===== src/rtl/kyber_pkg.sv =====
// Shared Kyber constants and the compress1 FSM state type.
package kyber_pkg;

    localparam int KYBER_Q = 3329;
    localparam int KYBER_N = 256;

    // round(2x/Q) mod 2 is 1 exactly for KYBER_TH_LO <= x <= KYBER_TH_HI
    localparam logic [15:0] KYBER_TH_LO = 16'd833;
    localparam logic [15:0] KYBER_TH_HI = 16'd2496;

    typedef enum logic [1:0] {
        ST_IDLE,
        ST_LOAD,
        ST_OUT,
        ST_DONE
    } state_t;

endpackage


===== src/rtl/compress1_if.sv =====
// Handshake/data bundle between a coefficient producer/byte consumer and compress1.
interface compress1_if;

    logic        set;
    logic        readin;
    logic        full_in;
    logic [15:0] comp_din_1;
    logic [15:0] comp_din_2;
    logic [7:0]  in_index;
    logic        readout;
    logic        readin_ok;
    logic [7:0]  comp_dout;
    logic [7:0]  out_index;
    logic        readout_ok;
    logic        done;
    logic        err;

    modport master (
        output set, readin, full_in, comp_din_1, comp_din_2, in_index, readout,
        input  readin_ok, comp_dout, out_index, readout_ok, done, err
    );

    modport slave (
        input  set, readin, full_in, comp_din_1, comp_din_2, in_index, readout,
        output readin_ok, comp_dout, out_index, readout_ok, done, err
    );

endinterface


===== src/rtl/compress1_bit.sv =====
// Combinational 1-bit compression of one coefficient, plus an out-of-range flag.
// The flag logic exists only when COMPRESS1_RANGE_CHECK_EN is defined.
module compress1_bit
    import kyber_pkg::*;
#(
    parameter int Q = KYBER_Q
) (
    input  logic [15:0] coef,
    output logic        bit_out,
    output logic        over_q
);

    // Non-Kyber moduli fall back to thresholds derived from Q/4 and 3Q/4.
    localparam logic [15:0] TH_LO = (Q == KYBER_Q) ? KYBER_TH_LO : 16'((Q + 3) / 4);
    localparam logic [15:0] TH_HI = (Q == KYBER_Q) ? KYBER_TH_HI : 16'((3 * Q - 1) / 4);

    assign bit_out = (coef >= TH_LO) && (coef <= TH_HI);

`ifdef COMPRESS1_RANGE_CHECK_EN
    assign over_q = (coef >= 16'(Q));
`else
    assign over_q = 1'b0;
`endif

endmodule


===== src/rtl/compress1.sv =====
// compress1: packs 1-bit-compressed coefficient pairs into a buffer, then
// streams it out LSB-first as bytes. Optional macro COMPRESS1_RANGE_CHECK_EN
// enables the sticky err flag for coefficients >= Q.
module compress1
    import kyber_pkg::*;
#(
    parameter int N_COEF = KYBER_N,
    parameter int Q      = KYBER_Q
) (
    input  logic      clk,
    input  logic      reset,
    compress1_if.slave bus
);

    localparam int N_BYTES = N_COEF / 8;
    localparam int BYTE_W  = $clog2(N_BYTES);
    localparam int BUF_W   = $clog2(N_COEF);
    localparam int PAIR_W  = BUF_W - 1;
    localparam logic [8:0] N_PAIRS = 9'(N_COEF / 2);

    state_t              state;
    state_t              state_nx;
    logic [N_COEF-1:0]   buffer;
    logic [BYTE_W-1:0]   byte_idx;
    logic                err_q;
    logic                bit_1, bit_2, range_1, range_2;
    logic                xfer, rd_xfer, in_range, last_byte, load_entry;
    logic [BUF_W-1:0]    pos_1, pos_2;

    compress1_bit #(.Q(Q)) u_bit_1 (.coef(bus.comp_din_1), .bit_out(bit_1), .over_q(range_1));
    compress1_bit #(.Q(Q)) u_bit_2 (.coef(bus.comp_din_2), .bit_out(bit_2), .over_q(range_2));

    assign xfer       = bus.readin && (state == ST_LOAD);
    assign rd_xfer    = bus.readout && (state == ST_OUT);
    assign load_entry = (state == ST_IDLE) && bus.set;
    assign in_range   = ({1'b0, bus.in_index} < N_PAIRS);
    assign last_byte  = (byte_idx == BYTE_W'(N_BYTES - 1));
    assign pos_1      = {bus.in_index[PAIR_W-1:0], 1'b0};
    assign pos_2      = {bus.in_index[PAIR_W-1:0], 1'b1};

    assign bus.comp_dout = buffer[{byte_idx, 3'b000} +: 8];
    assign bus.out_index = {{(8 - BYTE_W){1'b0}}, byte_idx};
    assign bus.err       = err_q;

    // State register
    always_ff @(posedge clk or negedge reset) begin
        if (!reset) state <= ST_IDLE;
        else        state <= state_nx;
    end

    // Next-state and handshake outputs; dropping set returns to IDLE from anywhere
    always_comb begin
        state_nx       = state;
        bus.readin_ok  = 1'b0;
        bus.readout_ok = 1'b0;
        bus.done       = 1'b0;
        case (state)
            ST_IDLE: state_nx = ST_LOAD;
            ST_LOAD: begin
                bus.readin_ok = 1'b1;
                if (xfer && bus.full_in) state_nx = ST_OUT;
            end
            ST_OUT: begin
                bus.readout_ok = 1'b1;
                if (rd_xfer && last_byte) state_nx = ST_DONE;
            end
            ST_DONE: bus.done = 1'b1;
            default: state_nx = ST_IDLE;
        endcase
        if (!bus.set) state_nx = ST_IDLE;
    end

    // Bit buffer: cleared on LOAD entry, out-of-range pair indices are dropped
    always_ff @(posedge clk or negedge reset) begin
        if (!reset) begin
            buffer <= '0;
        end else if (load_entry) begin
            buffer <= '0;
        end else if (xfer && in_range) begin
            buffer[pos_1] <= bit_1;
            buffer[pos_2] <= bit_2;
        end
    end

    // Output byte pointer; holds on the last byte so DONE keeps a stable index
    always_ff @(posedge clk or negedge reset) begin
        if (!reset)                      byte_idx <= '0;
        else if (load_entry)             byte_idx <= '0;
        else if (rd_xfer && !last_byte)  byte_idx <= byte_idx + 1'b1;
    end

`ifdef COMPRESS1_RANGE_CHECK_EN
    // Sticky range error over every accepted coefficient, cleared on LOAD entry
    always_ff @(posedge clk or negedge reset) begin
        if (!reset)                              err_q <= 1'b0;
        else if (load_entry)                     err_q <= 1'b0;
        else if (xfer && (range_1 || range_2))   err_q <= 1'b1;
    end
`else
    // Range flags are always low in this build
    logic unused_range;
    assign unused_range = range_1 ^ range_2;
    assign err_q        = 1'b0;
`endif

endmodule


===== src/flat_wrapper.sv =====
// flat-port wrapper written by rule: the top's interface ports become plain ports
module compress1_flat import kyber_pkg::*;
#(
    parameter int N_COEF = KYBER_N,
    parameter int Q      = KYBER_Q
)
  (clk, reset, bus_set, bus_readin, bus_full_in, bus_comp_din_1, bus_comp_din_2, bus_in_index, bus_readout, bus_readin_ok, bus_comp_dout, bus_out_index, bus_readout_ok, bus_done, bus_err);
  compress1_if bus_i ();
  input  logic clk;
  input  logic reset;
  input wire logic [$bits(bus_i.set)-1:0] bus_set;
  input wire logic [$bits(bus_i.readin)-1:0] bus_readin;
  input wire logic [$bits(bus_i.full_in)-1:0] bus_full_in;
  input wire logic [$bits(bus_i.comp_din_1)-1:0] bus_comp_din_1;
  input wire logic [$bits(bus_i.comp_din_2)-1:0] bus_comp_din_2;
  input wire logic [$bits(bus_i.in_index)-1:0] bus_in_index;
  input wire logic [$bits(bus_i.readout)-1:0] bus_readout;
  output wire logic [$bits(bus_i.readin_ok)-1:0] bus_readin_ok;
  output wire logic [$bits(bus_i.comp_dout)-1:0] bus_comp_dout;
  output wire logic [$bits(bus_i.out_index)-1:0] bus_out_index;
  output wire logic [$bits(bus_i.readout_ok)-1:0] bus_readout_ok;
  output wire logic [$bits(bus_i.done)-1:0] bus_done;
  output wire logic [$bits(bus_i.err)-1:0] bus_err;
  assign bus_i.set = bus_set;
  assign bus_i.readin = bus_readin;
  assign bus_i.full_in = bus_full_in;
  assign bus_i.comp_din_1 = bus_comp_din_1;
  assign bus_i.comp_din_2 = bus_comp_din_2;
  assign bus_i.in_index = bus_in_index;
  assign bus_i.readout = bus_readout;
  assign bus_readin_ok = bus_i.readin_ok;
  assign bus_comp_dout = bus_i.comp_dout;
  assign bus_out_index = bus_i.out_index;
  assign bus_readout_ok = bus_i.readout_ok;
  assign bus_done = bus_i.done;
  assign bus_err = bus_i.err;
  compress1 #(.N_COEF(N_COEF), .Q(Q)) u_core (.clk(clk), .reset(reset), .bus(bus_i));
endmodule

===== config.mk =====
export PLATFORM = sky130hd
export DESIGN_NAME = compress1_flat
export DESIGN_NICKNAME = d
export VERILOG_FILES = /design/src/rtl/kyber_pkg.sv /design/src/rtl/compress1_if.sv /design/src/rtl/compress1_bit.sv /design/src/rtl/compress1.sv /design/src/flat_wrapper.sv
export SDC_FILE = /design/constraint.sdc
export NUM_CORES = 1
export LEC_CHECK = 0
export ABC_AREA = 1
export CAP_MARGIN = 0
export CORE_MARGIN = 4
export CORE_UTILIZATION = 55
export CTS_BUF_LIST = sky130_fd_sc_hd__clkbuf_4 sky130_fd_sc_hd__clkbuf_8
export DETAILED_ROUTE_END_ITERATION = 6
export PLACE_DENSITY = 0.81
export SKIP_LAST_GASP = 1
export SLEW_MARGIN = 5
export SYNTH_ARGS = -nofsm -noshare
export SYNTH_HDL_FRONTEND = slang
export SYNTH_SLANG_ARGS = --single-unit
export TNS_END_PERCENT = 30

===== constraint.sdc =====
create_clock -name clk -period 2.6 [get_ports clk]
set_input_delay 0.78 -clock clk [delete_from_list [all_inputs] [get_ports clk]]
set_output_delay 0.78 -clock clk [all_outputs]
set_load 0.01 [all_outputs]

==> impl_metrics.env <==
export IMPL_worstHoldPathType="input pin to async pin"
export IMPL_endpoint_kind="output pin"
export IMPL_grt_pass1_vias=16940
export IMPL_ctsHoldBuffers=0
export IMPL_postSynthAreaPerCell_sq_um=6.698
export IMPL_min_period_ns=3.072
export IMPL_reg2regPathDepth=9
export IMPL_grt_overflow_total=0
export IMPL_final_nets=2516
export IMPL_synth_warnings=0
export IMPL_critPathLaunch="u_core.byte_idx[0]"
export IMPL_grt_antenna_before_repair=0
export IMPL_path_clk_slew_ns=0.06
export IMPL_ir_drop_uv=406.4
export IMPL_clkSinkCount=263
export IMPL_crit_path_frequent_cell="nand2_1"
export IMPL_r2r_start="u_core.state[1]"
export IMPL_hpwl_mm=33.59
export IMPL_synth_seq_cells=263
export IMPL_max_clock_path_buffers=3
export IMPL_cp_top_family="simple AND/OR/NAND/NOR gates"
export IMPL_die_width_um=177.6
export IMPL_p_total_mw=13.43
export IMPL_yosysSeqAreaShare_pct=41.58
export IMPL_setup_tns_ns=-4.001
export IMPL_whs_ns=0.1288
export IMPL_post_route_period_util_pct=118.2
export IMPL_r2r_slack_ns=0.37
export IMPL_synth_area_top_cells="dfrtp_1, nand2_1, nand3_1"
export IMPL_synth_top_area_share_pct=41.58
export IMPL_wl_met3_mm=6.458
export IMPL_vias=17410
export IMPL_drtAntennaViolNets=0
export IMPL_die_area_sq_mm=0.03155
export IMPL_clockRootBuffer="clkbuf_8"
export IMPL_grt_first_pass_wirelength_mm=85.96
export IMPL_viasPerCell=6.069
export IMPL_report_final_slew_viol_count=0
export IMPL_hold_violations=0
export IMPL_outcome="finished, violations left"
export IMPL_io_pins=66
export IMPL_drc=4
export IMPL_drtIter0Drc=2641
export IMPL_antenna_cells=0
export IMPL_cts_buffers=47
export IMPL_clk_latency_ns=0.58
export IMPL_skew_ns=0.02132
export IMPL_die_y_um=177.6
export IMPL_arrival_ns=2.29
export IMPL_m1WireLength_mm=20.09
export IMPL_finalCoreUtilization_pct=68.65
export IMPL_finalWeightedCongestion=0.9520
export IMPL_wl_met2_mm=23.78
export IMPL_power_density_mw_per_mm2=696.7
export IMPL_drt_pass1_iter_count=7
export IMPL_netlist_top_cell_by_area="dfrtp_1"
export IMPL_highest_layer="met4"
export IMPL_setup_viol=12
export IMPL_synthesis_area_sq_mm=0.01583
export IMPL_postSynthCellCount=2363
export IMPL_synthToLayoutAreaGrowth_pct=21.84
export IMPL_cp_max_fo=8
export IMPL_startpoint_type="register"
export IMPL_final_cells=2869
export IMPL_core_region_area_sq_mm=0.02809
export IMPL_fmax_mhz=325.5
export IMPL_grt_use_total_pct=33.69
export IMPL_worstSetupPathType="register to output pin"
export IMPL_drive_gt1_share_pct=13.77
export IMPL_cpMaxStageDelayCell="dfrtp_4"
export IMPL_rsz0062_at_grt="yes"
export IMPL_start_util_pct=56.35
export IMPL_required_ns=1.82
export IMPL_cap_viol_max_count=0
export IMPL_cp_depth=11
export IMPL_violations="DRC, setup timing"
export IMPL_critPathCapture="bus_comp_dout[3]"
export IMPL_dp_cells=2773
export IMPL_htree_levels=2
export IMPL_grt_max_degree=65
export IMPL_crit_path_max_incr_delay_ns=0.52
export IMPL_reg2reg_to="u_core.buffer[107]"
export IMPL_layout_setup_ws_ns=-0.4725
export IMPL_rows=61
export IMPL_cts_tree="yes"
export IMPL_io_buffers=61
export IMPL_avgRoutedWirePerCell_um=18.66
export IMPL_path_cells="clkinv_8 -> clkbuf_16 -> nand2_1 -> nand3_1 -> nand3_1 -> nand2_2 -> nor2_2 -> nand2_1 -> nand2_1 -> inv_1 -> buf_2"
export IMPL_p_leak_nw=9.755
export IMPL_routed_wirelength_mm=53.54
export IMPL_synth_cell_types=28
export IMPL_cp_num_buf_inv=4
[layout by cell type, fill, tap and decap left out, drive strengths merged, types with 4 or more instances in the layout]
cell type | synthesis | final
nand2 | 909 | 909
nand3 | 424 | 424
dfrtp | 263 | 263
inv | 187 | 187
buf | 128 | 168
a21oi | 147 | 147
nor2 | 98 | 98
nor3 | 90 | 90
clkbuf | 47 | 72
clkdlybuf4s50 | 0 | 52
nand4 | 41 | 41
o211ai | 8 | 8
ha | 7 | 7
clkinv | 3 | 7
o21ai | 6 | 6
conb | 1 | 4
bufinv | 0 | 4
[where the power goes]
part	internal (mW)	switching, mW
Sequential	4.13	0.0598
Combinational	2.02	3.02
Clock	2.48	1.73
[what timing repair did]
item	4_1_cts	5_1_grt
resized for setup	87	25
pin swaps	35	27
buffers inserted	9	4
gates cloned	6	3
endpoints found under the setup margin	12	12
[routing by layer]
metal / global-route usage (%) / vias to the layer above
met5: 0 / -
met4: 17.85 / 0
met3: 7.350 / 278
met2: 52.22 / 1277
met1: 44.41 / 8084
li1: - / 7772
[flip-flops by register name (all words and copies together), names as in the netlist]
name / cells
u_core.buffer: 256
u_core.byte_idx: 5
u_core.state: 2
[per-stage QoR]
| stage | worst slack, ns | instance area (sq um) |
|---|---|---|
| 3_5_place_dp | -0.3076 | 17750 |
| 2_1_floorplan | 0.3534 | 15840 |
| 6_report | -0.4725 | 19280 |
| 3_3_place_gp | -0.2792 | 17750 |
| 5_1_grt | -0.6051 | 19280 |
| 4_1_cts | -0.4635 | 19150 |
[cell type report]
| class | instances | area, sq um |
|---|---|---|
| Multi-Input combinational cell | 1738 | 7940 |
| Fill cell | 2309 | 8805 |
| Sequential cell | 263 | 6586 |
| Clock inverter | 8 | 140.1 |
| Clock buffer | 69 | 855.8 |
| Timing Repair Buffer | 223 | 2554 |
| Tap cell | 378 | 473.0 |
| Inverter | 190 | 733.2 |
[worst min path at each step]
stage | start | cells past startpoint | slack [ns] | endpoint
after CTS | reset | 1 | 0.14 | u_core.buffer[249]
final | reset | 1 | 0.13 | u_core.buffer[249]
after detailed placement | u_core.buffer[241] | 2 | 0.47 | u_core.buffer[241]
after global routing | reset | 1 | 0.14 | u_core.buffer[248]
after floorplan | u_core.buffer[201] | 2 | 0.45 | u_core.buffer[201]
after global placement | u_core.buffer[21] | 2 | 0.46 | u_core.buffer[21]
[logic make-up (layout without fill, tap and decap cells)]
family                     after synthesis  after routing  share of synthesized area, %
buffers and inverters                  365            490                         9.708
DFF                                    263            263                         41.58
and+or+nand+nor                       1564           1564                         42.83
other                                    1              4                       0.02369
AOI/OAI and AO/OA                      163            163                         5.305
adders and majority gates                7              7                        0.5534
[synth_stat cells (all sizes together)]
library cell	count
a21boi	1
inv	187
conb	1
clkbuf	47
nand3	424
nand3b	1
a31oi	1
ha	7
o21ai	6
o211ai	8
a21oi	147
nor3	90
buf	128
dfrtp	263
clkinv	3
nand4	41
nand2	909
nor2	98
or2	1
Power figures use the tool's default switching activity.
